<file path="src/rtl/types.sv">
// Shared ALU operation codes used by the control FSM and the datapath ALU.
package types;

  typedef enum logic [3:0] {
    OP_AND = 4'b0000,
    OP_OR  = 4'b0001,
    OP_ADD = 4'b0010,
    OP_SUB = 4'b0110,
    OP_SLT = 4'b0111,
    OP_NOR = 4'b1100
  } oper_t;

endpackage

</file>
<file path="src/rtl/multicycle_control_if.sv">
// Control/datapath bundle between the multicycle control FSM (master) and the
// datapath plus memory (slave).
interface multicycle_control_if #(
  parameter int CNT_W = 32
);

  logic [5:0]        opcode;
  logic [5:0]        funct;
  logic              zero;
  logic              mem_ready;
  types::oper_t      alu_sel;
  logic              alu_src_a;
  logic [1:0]        alu_src_b;
  logic [1:0]        pc_source;
  logic              pc_en;
  logic              i_or_d;
  logic              mem_read;
  logic              mem_write;
  logic              ir_write;
  logic              reg_dst;
  logic              mem_to_reg;
  logic              reg_write;
  logic              illegal;
  logic [CNT_W-1:0]  retired;

  modport master (
    input  opcode, funct, zero, mem_ready,
    output alu_sel, alu_src_a, alu_src_b, pc_source, pc_en, i_or_d,
           mem_read, mem_write, ir_write, reg_dst, mem_to_reg, reg_write,
           illegal, retired
  );

  modport slave (
    output opcode, funct, zero, mem_ready,
    input  alu_sel, alu_src_a, alu_src_b, pc_source, pc_en, i_or_d,
           mem_read, mem_write, ir_write, reg_dst, mem_to_reg, reg_write,
           illegal, retired
  );

endinterface

</file>
<file path="src/rtl/multicycle_control.sv">
// Multicycle control FSM: sequences each instruction FETCH..WRITEBACK, drives the
// ALU and datapath muxes, handshakes with memory and counts retired instructions.
module multicycle_control
  import types::*;
#(
  parameter int CNT_W = 32
) (
  input  logic                  clk,
  input  logic                  rst,
  multicycle_control_if.master  bus
);

  localparam logic [5:0] OPC_R    = 6'b000000;
  localparam logic [5:0] OPC_LW   = 6'b100011;
  localparam logic [5:0] OPC_SW   = 6'b101011;
  localparam logic [5:0] OPC_BEQ  = 6'b000100;
  localparam logic [5:0] OPC_J    = 6'b000010;
  localparam logic [5:0] OPC_ADDI = 6'b001000;

  typedef enum logic [3:0] {
    S_FETCH, S_DECODE, S_MEM_ADDR, S_MEM_READ, S_MEM_WB, S_MEM_WRITE,
    S_EXECUTE, S_R_WB, S_BRANCH, S_JUMP, S_ADDI_EX, S_ADDI_WB
  } state_t;

  typedef struct packed {
    oper_t       alu_sel;
    logic        alu_src_a;
    logic [1:0]  alu_src_b;
    logic [1:0]  pc_source;
    logic        pc_en;
    logic        i_or_d;
    logic        mem_read;
    logic        mem_write;
    logic        ir_write;
    logic        reg_dst;
    logic        mem_to_reg;
    logic        reg_write;
    logic        illegal;
  } ctrl_t;

  state_t            state_q, state_d;
  ctrl_t             ctrl;
  logic              retire;
  logic [CNT_W-1:0]  retired_q;
  oper_t             r_oper;
  logic              funct_ok;

  // R-type funct decode; checked in DECODE, applied in EXECUTE.
  always_comb begin
    r_oper   = OP_ADD;
    funct_ok = 1'b1;
    case (bus.funct)
      6'b100100: r_oper = OP_AND;
      6'b100101: r_oper = OP_OR;
      6'b100000: r_oper = OP_ADD;
      6'b100010: r_oper = OP_SUB;
      6'b101010: r_oper = OP_SLT;
      6'b100111: r_oper = OP_NOR;
      default:   funct_ok = 1'b0;
    endcase
  end

  always_comb begin
    // NOTE: every output gets its default before the case, so no path infers a latch.
    state_d       = state_q;
    ctrl          = '0;
    ctrl.alu_sel  = OP_ADD;
    retire        = 1'b0;
    if (!rst) begin
      case (state_q)
        S_FETCH: begin
          ctrl.mem_read  = 1'b1;
          ctrl.alu_src_b = 2'b01;
          ctrl.ir_write  = bus.mem_ready;
          ctrl.pc_en     = bus.mem_ready;
          if (bus.mem_ready) state_d = S_DECODE;
        end
        S_DECODE: begin
          ctrl.alu_src_b = 2'b11;
          case (bus.opcode)
            OPC_R:          state_d = funct_ok ? S_EXECUTE : S_FETCH;
            OPC_LW, OPC_SW: state_d = S_MEM_ADDR;
            OPC_BEQ:        state_d = S_BRANCH;
            OPC_J:          state_d = S_JUMP;
            OPC_ADDI:       state_d = S_ADDI_EX;
            default:        state_d = S_FETCH;
          endcase
          ctrl.illegal = (state_d == S_FETCH);
        end
        S_MEM_ADDR: begin
          ctrl.alu_src_a = 1'b1;
          ctrl.alu_src_b = 2'b10;
          state_d = (bus.opcode == OPC_SW) ? S_MEM_WRITE : S_MEM_READ;
        end
        S_MEM_READ: begin
          ctrl.mem_read = 1'b1;
          ctrl.i_or_d   = 1'b1;
          if (bus.mem_ready) state_d = S_MEM_WB;
        end
        S_MEM_WB: begin
          ctrl.reg_write  = 1'b1;
          ctrl.mem_to_reg = 1'b1;
          retire  = 1'b1;
          state_d = S_FETCH;
        end
        S_MEM_WRITE: begin
          ctrl.mem_write = 1'b1;
          ctrl.i_or_d    = 1'b1;
          if (bus.mem_ready) begin
            retire  = 1'b1;
            state_d = S_FETCH;
          end
        end
        S_EXECUTE: begin
          ctrl.alu_src_a = 1'b1;
          ctrl.alu_sel   = r_oper;
          state_d = S_R_WB;
        end
        S_R_WB: begin
          ctrl.reg_write = 1'b1;
          ctrl.reg_dst   = 1'b1;
          retire  = 1'b1;
          state_d = S_FETCH;
        end
        S_BRANCH: begin
          // Branch target was latched into ALUOut during DECODE.
          ctrl.alu_src_a = 1'b1;
          ctrl.alu_sel   = OP_SUB;
          ctrl.pc_source = 2'b01;
          ctrl.pc_en     = bus.zero;
          retire  = 1'b1;
          state_d = S_FETCH;
        end
        S_JUMP: begin
          ctrl.pc_source = 2'b10;
          ctrl.pc_en     = 1'b1;
          retire  = 1'b1;
          state_d = S_FETCH;
        end
        S_ADDI_EX: begin
          ctrl.alu_src_a = 1'b1;
          ctrl.alu_src_b = 2'b10;
          state_d = S_ADDI_WB;
        end
        S_ADDI_WB: begin
          ctrl.reg_write = 1'b1;
          retire  = 1'b1;
          state_d = S_FETCH;
        end
        default: state_d = S_FETCH;
      endcase
    end
  end

  // NOTE: sequential state uses non-blocking assignments so every register samples pre-edge values.
  always_ff @(posedge clk) begin
    if (rst) begin
      state_q   <= S_FETCH;
      retired_q <= '0;
    end else begin
      state_q <= state_d;
      if (retire) retired_q <= retired_q + CNT_W'(1);
    end
  end

  assign bus.alu_sel    = ctrl.alu_sel;
  assign bus.alu_src_a  = ctrl.alu_src_a;
  assign bus.alu_src_b  = ctrl.alu_src_b;
  assign bus.pc_source  = ctrl.pc_source;
  assign bus.pc_en      = ctrl.pc_en;
  assign bus.i_or_d     = ctrl.i_or_d;
  assign bus.mem_read   = ctrl.mem_read;
  assign bus.mem_write  = ctrl.mem_write;
  assign bus.ir_write   = ctrl.ir_write;
  assign bus.reg_dst    = ctrl.reg_dst;
  assign bus.mem_to_reg = ctrl.mem_to_reg;
  assign bus.reg_write  = ctrl.reg_write;
  assign bus.illegal    = ctrl.illegal;
  assign bus.retired    = retired_q;

endmodule

</file>
<file path="src/flat_wrapper.sv">
// flat-port wrapper written by rule: the top's interface ports become plain ports
module multicycle_control_flat import types::*;
#(
  parameter int CNT_W = 32
)
  (clk, rst, bus_opcode, bus_funct, bus_zero, bus_mem_ready, bus_alu_sel, bus_alu_src_a, bus_alu_src_b, bus_pc_source, bus_pc_en, bus_i_or_d, bus_mem_read, bus_mem_write, bus_ir_write, bus_reg_dst, bus_mem_to_reg, bus_reg_write, bus_illegal, bus_retired);
  multicycle_control_if #(.CNT_W(CNT_W)) bus_i ();
  input  logic clk;
  input  logic rst;
  input wire logic [$bits(bus_i.opcode)-1:0] bus_opcode;
  input wire logic [$bits(bus_i.funct)-1:0] bus_funct;
  input wire logic [$bits(bus_i.zero)-1:0] bus_zero;
  input wire logic [$bits(bus_i.mem_ready)-1:0] bus_mem_ready;
  output wire logic [$bits(bus_i.alu_sel)-1:0] bus_alu_sel;
  output wire logic [$bits(bus_i.alu_src_a)-1:0] bus_alu_src_a;
  output wire logic [$bits(bus_i.alu_src_b)-1:0] bus_alu_src_b;
  output wire logic [$bits(bus_i.pc_source)-1:0] bus_pc_source;
  output wire logic [$bits(bus_i.pc_en)-1:0] bus_pc_en;
  output wire logic [$bits(bus_i.i_or_d)-1:0] bus_i_or_d;
  output wire logic [$bits(bus_i.mem_read)-1:0] bus_mem_read;
  output wire logic [$bits(bus_i.mem_write)-1:0] bus_mem_write;
  output wire logic [$bits(bus_i.ir_write)-1:0] bus_ir_write;
  output wire logic [$bits(bus_i.reg_dst)-1:0] bus_reg_dst;
  output wire logic [$bits(bus_i.mem_to_reg)-1:0] bus_mem_to_reg;
  output wire logic [$bits(bus_i.reg_write)-1:0] bus_reg_write;
  output wire logic [$bits(bus_i.illegal)-1:0] bus_illegal;
  output wire logic [$bits(bus_i.retired)-1:0] bus_retired;
  assign bus_i.opcode = bus_opcode;
  assign bus_i.funct = bus_funct;
  assign bus_i.zero = bus_zero;
  assign bus_i.mem_ready = bus_mem_ready;
  assign bus_alu_sel = bus_i.alu_sel;
  assign bus_alu_src_a = bus_i.alu_src_a;
  assign bus_alu_src_b = bus_i.alu_src_b;
  assign bus_pc_source = bus_i.pc_source;
  assign bus_pc_en = bus_i.pc_en;
  assign bus_i_or_d = bus_i.i_or_d;
  assign bus_mem_read = bus_i.mem_read;
  assign bus_mem_write = bus_i.mem_write;
  assign bus_ir_write = bus_i.ir_write;
  assign bus_reg_dst = bus_i.reg_dst;
  assign bus_mem_to_reg = bus_i.mem_to_reg;
  assign bus_reg_write = bus_i.reg_write;
  assign bus_illegal = bus_i.illegal;
  assign bus_retired = bus_i.retired;
  multicycle_control #(.CNT_W(CNT_W)) u_core (.clk(clk), .rst(rst), .bus(bus_i));
endmodule
</file>
<file path="config.mk">
export PLATFORM = sky130hd
export DESIGN_NAME = multicycle_control_flat
export DESIGN_NICKNAME = d
export VERILOG_FILES = /design/src/rtl/types.sv /design/src/rtl/multicycle_control_if.sv /design/src/rtl/multicycle_control.sv /design/src/flat_wrapper.sv
export SDC_FILE = /design/constraint.sdc
export NUM_CORES = 1
export LEC_CHECK = 0
export CAP_MARGIN = 10
export CELL_PAD_IN_SITES_DETAIL_PLACEMENT = 1
export CELL_PAD_IN_SITES_GLOBAL_PLACEMENT = 1
export CORE_UTILIZATION = 37
export DETAILED_ROUTE_END_ITERATION = 10
export PLACE_DENSITY = 0.92
export SYNTH_ARGS = -nofsm -noshare
export SYNTH_HDL_FRONTEND = slang
export SYNTH_SLANG_ARGS = --single-unit
</file>
<file path="constraint.sdc">
create_clock -name clk -period 5.2 [get_ports clk]
set_clock_uncertainty 0.2 [all_clocks]
set_input_delay 0.52 -clock clk [delete_from_list [all_inputs] [get_ports clk]]
set_output_delay 0.52 -clock clk [all_outputs]
set_load 0.02 [all_outputs]
</file>
Word level (Yosys, flattened, before mapping):

Index checks and enable logic that the tools add are counted.

* register bits: 36
* bits of input ports: 16
* logic and storage cells: 68

* $add $sub $neg: 1
* eq/ne operators: 25
* multiplexer cells: 28
* reductions and logical operators: 12

Operators by type and width (count)
* $eq 6x6->1 const B: 8
* $pmux 4 s5: 2
* $add 32x1->32 const B: 1
* $pmux 4 s7: 1
* $mux 4: 5
* $mux 18: 1
* $eq 4x3->1 const B: 4
* $eq 4x4->1 const B: 4
* $mux 1: 12
* $eq 4x2->1 const B: 2
* $logic_not 4->1: 2
* $pmux 4 s2: 1
* $reduce_or 2->1: 4
* $eq 6x2->1 const B: 1
* $eq 6x3->1 const B: 1
* $eq 6x4->1 const B: 1
* $logic_not 6->1: 1
* $mux 3: 2
* $ne 2x2->1 const B: 3
* $pmux 2 s3: 1
* $reduce_or 6->1: 1
* $reduce_or 5->1: 1
* $eq 4x1->1 const B: 1
* $pmux 2 s2: 1
* other kinds (5): 5

Longest topological paths before layout:

Gate-level depths: netlist (run 1).

* depth in word-level cells: 10
* gate-level depth with buffers: 7

Worst setup path before layout (run 1):

No wires, ideal clock.

* path type: flip-flop to output port
* start: reg u_core.state_q[3]
* end: out bus_pc_en
* data arrival time: 2.033 ns
* path slack: 2.447 ns
* cell stages (with the launch flop): 5
* path through: dfxtp_1 > buf_2 > buf_1 > o21ai_0 > a2111oi_0

* longest elaborated chain between the ends: 3
* elaborated cells between the ends (all ways): 5

Ends and longest elaborated chain
* from (decl): RTL line multicycle_control.sv:41 `state_t state_q, state_d;`
* from (signal assigned): RTL line multicycle_control.sv:161 `state_q <= state_d;`
* $eq 4x4->1 / $logic_not 4->1 (equally long branches): RTL line multicycle_control.sv:70 `case (state_q)`
* $pmux 1 s3 (*): RTL line multicycle_control.sv:70
* $mux 18 (*): RTL line multicycle_control.sv:69 `if (!rst) begin`
* to (decl): RTL line flat_wrapper.sv:18 `output wire logic [$bits(bus_i.pc_en)-1:0] bus_pc_en;`

Every way passes the cells marked *; elsewhere a longest branch is shown, timed or not.

Worst setup path after layout (run 1):

* start: in bus_opcode[2]
* end: out bus_illegal

* longest elaborated chain between the ends: 8
* elaborated cells between the ends (all ways): 13

Ends and longest elaborated chain
* from (decl): RTL line flat_wrapper.sv:10 `input wire logic [$bits(bus_i.opcode)-1:0] bus_opcode;`
* $eq 6x6->1: RTL line multicycle_control.sv:80 `case (bus.opcode)`
* $reduce_or 2->1: RTL line multicycle_control.sv:80
* $pmux 4 s5 (*): RTL line multicycle_control.sv:80
* $mux 4 (*): RTL line multicycle_control.sv:70
* $mux 4 (*): RTL line multicycle_control.sv:69
* $logic_not 4->1 (*): RTL line multicycle_control.sv:88 `ctrl.illegal = (state_d == S_FETCH);`
* $mux 1 (*): RTL line multicycle_control.sv:70
* $mux 18 (*): RTL line multicycle_control.sv:69
* to (decl): RTL line flat_wrapper.sv:26 `output wire logic [$bits(bus_i.illegal)-1:0] bus_illegal;`

Every way passes the cells marked *; elsewhere a longest branch is shown, timed or not. The select of a mux whose other input is x is not followed.

==> flow_summary_export.csv, run 1 <==
group,metric,value,unit
setup_path,crit_required,4.48,ns
clock_network,htreeDepth,2,
floorplan,io_pins,66,
timing,holdWs,0.303,ns
min_path,hp-class,"reg2reg",
setup_path,r2r_cells,5,
logic_synthesis,synth_cell_type_count,55,
placement,place_ws,1.61,ns
min_path,worstHoldPathCells,2,
floorplan,dieHeight,80.3,um
route,drc,0,
timing,setup_viol,0,
global_route,grt_pass1_wl,11600,um
timing,fin_ws,1.63,ns
route,drt-total-wl,7180,um
logic_synthesis,ys_ff_latch,36,
logic_synthesis,synth_flop_cell,"dfxtp_1",
route,final_antenna_net_count,0,
placement,place_area,2960,sq um
setup_path,crit_chain,"clkdlybuf4s50_1 -> nor2_1 -> or4b_1 -> a2111oi_2 -> nor2b_1 -> and3_1 -> clkdlybuf4s50_1",
logic_synthesis,avgSynthCellArea,7.75,sq um
logic_synthesis,synth_enable_flop_cells,0,
run,cap_viol_max_count,0,
logic_synthesis,syn_inst,293,
placement,dpl.hpwl,5290,um
finish,diodes,0,
setup_path,arrival,2.85,ns
timing,timing.fmax,280,MHz
route,dr.pass1.iters,4,
route,avgViaCountPerCell,5.78,
power,p_per_area,174,nW/um^2
clock_network,clockRootBuffer,"clkbuf_8",
clock_network,cts-resized-gates,0,
logic_synthesis,synth_top_area_share,31.7,%
global_route,track_usage,23.1,%
global_route,grt_max_degree,48,
logic_synthesis,ys_seq_area_share,31.7,%
global_route,antenna_found_initial,0,
logic_synthesis,yosysWarnings,0,
clock_network,cts_buffers,5,
placement,routabilityCongestion,0.780,
route,num_vias,2462,
finish,area_growth,33.7,%
logic_synthesis,syn_area,2270,sq um
floorplan,num_rows,28,
setup_path,slowest_stage,"clkdlybuf4s50_1",
finish,final_core_util,51.3,%
timing,finalCriticalPeriod,3.57,ns
logic_synthesis,synth-async-reset-ratio,0,%
placement,io_buffer_count,65,
floorplan,start_util,38.4,%
setup_path,worstSetupPathType,"in2out",
floorplan,core-area,5920,sq um
timing,period_share,68.6,%
status,run_status,"completed",
setup_path,cp_max_fo,3,
timing,timing.slew.headroom,48.2,%
power,vdd_drop_max,0.107,mV
finish,final_common_cell,"clkdlybuf4s50_1",
setup_path,r2r_slack,1.98,ns
power,power.leakage,0.962,nW
timing,finalHoldViolCount,0,
setup_path,critPathMaxStageDelay,0.53,ns
clock_network,cts_buffer_depth,2,
finish,drive_gt1_share,6.27,%
finish,nNetsFinal,368,
timing,fin_tns_setup,0,ns
clock_network,cts_tree,"done",
setup_path,cpMostUsedCell,"clkdlybuf4s50_1",
finish,fin_area,3040,sq um
logic_synthesis,synthesis.nets,310,
clock_network,cts_hold_buf,0,
logic_synthesis,yosysTopAreaCell,"dfxtp_1",
logic_synthesis,yosys-top-cells-area,"dfxtp_1, xor2_1, nor2_1",
floorplan,die_x,80.3,um
clock_network,post-cts-setup-buffer-count,0,
finish,final_cell_mix,"clkdlybuf4s50_1, nor2_1, dfxtp_1",
global_route,grt.overflow.total,0,
global_route,grt_pass1_vias,2410,
setup_path,crit_path_start_kind,"input port",
clock_network,insertion_delay,0.29,ns
finish,multi_input_area,1470,sq um
route,wl_per_cell,16.9,um
clock_network,cts_num_sinks,36,
finish,fillCellCount,731,
timing,tightestPinTransition,0.772,ns
floorplan,die_area,6460,sq um
timing,rsz0062_at_grt,"false",
clock_network,path_clk_slew,0.07,ns
setup_path,crit_path_end_kind,"output pin",
timing,slew_violations,0,
finish,seq_area,721,sq um
route,drt_first_iter_violations,85,
==> cell usage after synthesis, types with 3 or more instances <==
cell type	n
o21a_1	4
or4_1	3
nand3_1	18
or3_1	11
o2111ai_1	6
nand2_1	21
xor2_1	17
and3_1	7
nor3_1	8
nor4_1	3
nor2_1	38
a21oi_1	18
inv_1	5
nand2b_1	9
nor2b_1	7
o21ai_0	17
clkbuf_1	9
buf_2	4
dfxtp_1	36
nand4_1	11
==> cells by family (layout without fill, tap and decap cells) <==
kind of cell	count (synthesis)	count (layout)	share of synthesized area, %
and+or+nand+nor	153	153	37.4
adders and majority gates	2	2	0.992
buffers and inverters	20	78	3.69
xor gates and xnor gates	18	18	6.94
AOI/OAI and AO/OA	63	63	18.8
DFF	36	36	31.7
muxes	1	1	0.496
==> per-layer routing <==
layer / routed length [um] / vias up / GRT usage (%)
li1: - / 1185 / -
met1: 3060 / 1206 / 27.1
met2: 3740 / 61 / 42.6
met3: 277 / 10 / 3.86
met4: 103 / 0 / 6.61
met5: 0 / - / 0
==> power breakdown <==
| part | total (mW) | internal (mW) | switching (mW) | leakage, nW |
|---|---|---|---|---|
| clock network | 0.191 | 0.0911 | 0.0998 | 0.0410 |
| registers | 0.281 | 0.277 | 0.00488 | 0.290 |
| logic | 0.0550 | 0.0265 | 0.0285 | 0.630 |
| total | 0.527 | 0.394 | 0.133 | 0.962 |
==> cell type report <==
cell class | count | area share (%)
Clock inverter | 1 | 0.165
Timing Repair Buffer | 66 | 21.7
Sequential cell | 36 | 23.7
Multi-Input combinational cell | 237 | 48.3
Clock buffer | 6 | 2.39
Tap cell | 75 | 3.09
Inverter | 5 | 0.618
==> worst max-delay path, delay by kind of cell <==
kind / cells / cell delay [ns]
compound gates: 1 / 0.40
buf+inv: 2 / 0.98
simple gates: 4 / 0.94
==> flip-flops by register name, indices dropped and copies added (netlist names) <==
| signal | cells |
|---|---|
| u_core.bus.retired | 32 |
| u_core.state_q | 4 |
==> path summary, 6_finish.rpt <==
kind | to | startpoint
max | bus_illegal | bus_opcode[2]
min | u_core.bus.retired[29] | u_core.bus.retired[29]
max reg2reg | u_core.bus.retired[31] | u_core.state_q[0]
min reg2reg | u_core.bus.retired[29] | u_core.bus.retired[29]
==> metrics by stage <==
step / total power, mW / cells
3_5_place_dp: 0.343 / 419
4_1_cts: 0.530 / 426
2_1_floorplan: 0.315 / 293
6_report: 0.527 / 426
5_1_grt: 0.548 / 426
3_3_place_gp: 0.341 / 419
No activity file was read; power rests on OpenSTA's default activity.
==> inputs of run 2 (changes only) <==
CORE_UTILIZATION = 31   (was 37)
PLACE_DENSITY = 0.83   (was 0.92)
clock period = 3.05 ns   (was 5.2 ns; I/O delays follow)
==> run 2 against run 1 <==
Against the previous run: design area rose by 5.8%; hold slack better by 0.0031 ns; setup slack worse by 1.5 ns.
==> flow_summary_export.csv, run 2 (synthesis gave the netlist of run 1 again) <==
group,metric,value,unit
setup_path,cp_max_fo,2,
global_route,grt_max_degree,30,
clock_network,clockRootBuffer,"clkbuf_8",
floorplan,die_area,7670,sq um
timing,slew_violations,0,
floorplan,num_rows,30,
timing,setup_viol,0,
finish,final_core_util,46.2,%
finish,final_cell_mix,"clkdlybuf4s50_1, nor2_1, dfxtp_1",
timing,timing.slew.headroom,55.0,%
run,cap_viol_max_count,0,
route,final_antenna_net_count,0,
clock_network,post-cts-setup-buffer-count,0,
clock_network,cts_buffer_depth,2,
placement,placed_cells,456,
placement,io_buffer_count,65,
placement,place_ws,-0.0516,ns
placement,routabilityCongestion,0.767,
route,avgViaCountPerCell,5.38,
clock_network,cts_buffers,5,
min_path,hp-class,"reg2reg",
status,run_status,"completed",
clock_network,cts_num_sinks,36,
clock_network,cts_tree,"done",
floorplan,dieHeight,87.6,um
floorplan,core-area,6940,sq um
timing,fin_ws,0.176,ns
setup_path,worstSetupPathType,"in2out",
route,num_vias,2494,
finish,diodes,0,
global_route,antenna_found_initial,0,
floorplan,die_x,87.6,um
global_route,grt.overflow.total,0,
clock_network,htreeDepth,2,
finish,largest_reg_flops,32,
timing,period_share,94.2,%
floorplan,io_pins,66,
placement,dpl.hpwl,5210,um
finish,drive_gt1_share,10.6,%
clock_network,insertion_delay,0.29,ns
power,p_per_area,314,nW/um^2
route,wl_per_cell,15.3,um
timing,finalHoldViolCount,0,
setup_path,crit_path_end_kind,"output pin",
power,power.leakage,1.06,nW
finish,final_common_cell,"clkdlybuf4s50_1",
finish,fin_cells,464,
timing,finalCriticalPeriod,2.87,ns
route,drt_first_iter_violations,128,
clock_network,path_clk_slew,0.08,ns
setup_path,arrival,2.37,ns
timing,tightestPinTransition,0.672,ns
global_route,grt_pass1_wl,11500,um
setup_path,crit_path_start_kind,"input port",
route,drc,0,
route,dr.pass1.iters,4,
timing,rsz0062_at_grt,"false",
finish,nNetsFinal,384,
finish,area_growth,41.4,%
global_route,grt_pass1_vias,2437,
timing,timing.fmax,348,MHz
route,drt-total-wl,7110,um
floorplan,start_util,32.7,%
global_route,track_usage,18.8,%
power,vdd_drop_max,0.214,mV
setup_path,crit_required,2.54,ns
run 2: cell types whose count changed in the layout (fill, tap and decap cells not counted), sizes merged:
| cell | change |
|---|---|
| clkdlybuf4s50 | -1 |
| bufinv | +1 |
| dlygate4sd2 | +1 |
| buf | +16 |
run 2: critical path, cell delays in order:
cell	delay [ns]
clkdlybuf4s50_1	0.43
nor2_1	0.16
or4b_1	0.52
a2111oi_2	0.40
nor2b_1	0.10
and3_1	0.15
dlygate4sd2_1	0.31
run 2: worst paths after layout:
kind,start,end,slack [ns],cells past startpoint
min,u_core.bus.retired[31],u_core.bus.retired[31],0.31,2
max,bus_opcode[2],bus_illegal,0.18,7
min reg2reg,u_core.bus.retired[31],u_core.bus.retired[31],0.31,2
max reg2reg,u_core.state_q[2],u_core.bus.retired[27],0.65,6
run 2: timing repair:
action,CTS,global route
gates resized for setup,1,0
setup endpoints to repair,1,0
hold buffers,0,0
run 2: layout make-up:
cell class / instances / area, sq um
clock buffer: 6 / 72.6
multi-input combinational: 237 / 1470
sequential: 36 / 721
timing repair buffer: 82 / 777
tap: 96 / 120
inverter: 5 / 18.8
clock inverter: 2 / 35.0
fill: 851 / 3730
run 2: layer usage:
metal  wire, um  vias up  global-route usage, %  share of wire [%]
met2       3420       65                   32.9                 48
met4         55        0                   3.58               0.77
met3        339        6                   3.77                4.8
li1           -     1216                      -                  -
met1       3290     1207                   24.1                 46
met5          0        -                      0                  0
run 2: power by group:
group | internal, mW | switching [mW] | total (mW)
combinational | 0.0519 | 0.0530 | 0.105
clock | 0.243 | 0.182 | 0.425
sequential | 0.471 | 0.00589 | 0.477
run 2: metrics by stage:
step | total power [mW] | TNS (ns) | hold WS (ns) | area [sq um]
floorplan | 0.537 | 0 | 0.277 | 2270
global placement | 0.590 | 0 | 0.284 | 3100
detailed placement | 0.594 | -0.0516 | 0.303 | 3100
CTS | 1.01 | 0 | 0.312 | 3210
global route | 1.04 | 0 | 0.344 | 3210
finish | 1.01 | 0 | 0.306 | 3210
==> inputs of run 3 (changes only) <==
CORE_ASPECT_RATIO = 0.6   (was not set)
==> run 3 against run 2 <==
Against the previous run: flip-flop and latch count unchanged; routed wire length up 11%; non-clock buffer count shrank 2; sequential share of layout area is 0.12 points lower; maximum frequency decreased by 1.2%; core utilization increased by 0.70 points; power up 9.6%; register-to-register slack lost 0.16 ns; largest cell class unchanged; largest power group is now clock; highest routed layer unchanged.
==> flow_summary_export.csv, run 3 (synthesis gave the netlist of run 1 again) <==
group,metric,value,unit
status,run_status,"completed",
route,dr.pass1.iters,4,
floorplan,dieHeight,68.3,um
route,final_antenna_net_count,0,
min_path,min_from,"u_core.bus.retired[31]",
floorplan,core-area,6880,sq um
setup_path,regToRegEndpoint,"u_core.bus.retired[27]",
clock_network,post-cts-setup-buffer-count,0,
clock_network,insertion_delay,0.28,ns
min_path,min_to,"u_core.bus.retired[31]",
power,power.leakage,1.06,nW
global_route,grt_pass1_wl,12500,um
floorplan,die_area,7680,sq um
global_route,track_usage,21.1,%
finish,area_growth,42.1,%
placement,io_buffer_count,65,
setup_path,worstSetupPathType,"in2out",
clock_network,cts_hold_buf,0,
power,vdd_drop_max,0.174,mV
setup_path,r2r_cells,6,
finish,drive_gt1_share,10.1,%
global_route,antenna_found_initial,0,
timing,setup_viol,0,
timing,rsz0062_at_grt,"false",
setup_path,r2r_slack,0.49,ns
placement,dpl.hpwl,5890,um
clock_network,cts_buffer_depth,2,
route,avgViaCountPerCell,5.53,
clock_network,cts_num_sinks,36,
route,drt_first_iter_violations,135,
route,num_vias,2507,
timing,fin_tns_setup,0,ns
finish,final_core_util,46.9,%
route,drt-total-wl,7910,um
setup_path,crit_chain,"clkdlybuf4s50_1 -> nor2_1 -> or4b_1 -> a2111oi_2 -> nor2b_1 -> and3_1 -> dlygate4sd2_1",
global_route,grt_pass1_vias,2436,
clock_network,cts_buffers,5,
timing,finalCriticalPeriod,2.91,ns
floorplan,start_util,33.0,%
power,power.total,1.10,mW
finish,final_common_cell,"clkdlybuf4s50_1",
timing,finalHoldViolCount,0,
finish,nNetsFinal,382,
setup_path,crit_path_end_kind,"output pin",
global_route,grt_max_degree,27,
timing,period_share,95.4,%
floorplan,io_pins,66,
finish,final_cell_mix,"clkdlybuf4s50_1, nor2_1, dfxtp_1",
timing,slew_violations,0,
finish,largest_reg_flops,32,
clock_network,path_clk_slew,0.06,ns
finish,diodes,0,
run,cap_viol_max_count,0,
power,p_per_area,342,nW/um^2
min_path,hp-class,"reg2reg",
setup_path,timing.rr.start,"u_core.state_q[0]",
clock_network,clockRootBuffer,"clkbuf_16",
setup_path,crit_path_start_kind,"input port",
floorplan,die_x,112,um
setup_path,arrival,2.40,ns
floorplan,num_rows,23,
setup_path,cp_max_fo,2,
min_path,worstHoldPathCells,2,
clock_network,cts_tree,"done",
finish,fin_area,3230,sq um
global_route,grt.overflow.total,0,
timing,timing.slew.headroom,51.9,%
timing,timing.fmax,344,MHz
clock_network,htreeDepth,2,
placement,place_area,3080,sq um
route,wl_per_cell,17.5,um
timing,tightestPinTransition,0.719,ns
placement,routabilityCongestion,0.853,
route,drc,0,
setup_path,critPathMaxStageDelay,0.51,ns
setup_path,slowest_stage,"or4b_1",
setup_path,crit_required,2.54,ns
run 3: cell count changes in the layout (fill, tap and decap cells not counted):
cell and change:
nor3_2 +1, bufinv_16 -1, nor3_1 -1, clkbuf_1 +1
clkbuf_8 -4, clkbuf_16 +5, buf_4 -2, clkinv_2 -1
run 3: routing by layer:
metal | global-route usage, % | up-vias | routed length, um
met3 | 3.01 | 7 | 265
met2 | 33.5 | 49 | 3490
met5 | 0 | - | 0
li1 | - | 1212 | -
met1 | 30.1 | 1239 | 4100
met4 | 5.17 | 0 | 57
run 3: layout make-up:
class / count / area, sq um
inverters: 5 / 18.8
flip-flops and latches: 36 / 721
repair buffers: 80 / 762
multi-input cells: 237 / 1470
clock buffers: 8 / 146
well taps: 87 / 109
fillers: 832 / 3650
run 3: critical path, delay by kind of cell:
family	cells	cell delay (ns)
simple gates	4	0.94
buf+inv	2	0.75
compound gates	1	0.40
run 3: what timing repair did:
action,in CTS,in global routing
gates resized for setup,1,1
setup endpoints to repair,1,1
endpoints found under the hold margin,0,0
run 3: where the power goes:
group / total (mW) / switching [mW] / internal, mW
logic: 0.107 / 0.0556 / 0.0511
clock network: 0.519 / 0.193 / 0.326
registers: 0.477 / 0.00531 / 0.472
run 3: how the worst max path moves through the flow:
stage	startpoint	to	slack (ns)	depth (start not counted)
global route	bus_opcode[2]	bus_illegal	0.05	7
CTS	u_core.state_q[3]	bus_alu_sel[2]	0.08	6
floorplan	u_core.state_q[3]	bus_pc_en	0.51	4
global placement	bus_opcode[2]	bus_illegal	0.04	7
detailed placement	bus_opcode[2]	bus_illegal	-0.07	7
finish	bus_opcode[2]	bus_illegal	0.14	7
run 3: through the flow:
stage,instances,hold WS [ns],setup slack [ns]
finish,453,0.298,0.140
global route,453,0.337,0.0504
CTS,453,0.299,0.0789
detailed placement,445,0.285,-0.0678
global placement,445,0.269,0.0404
floorplan,293,0.277,0.512
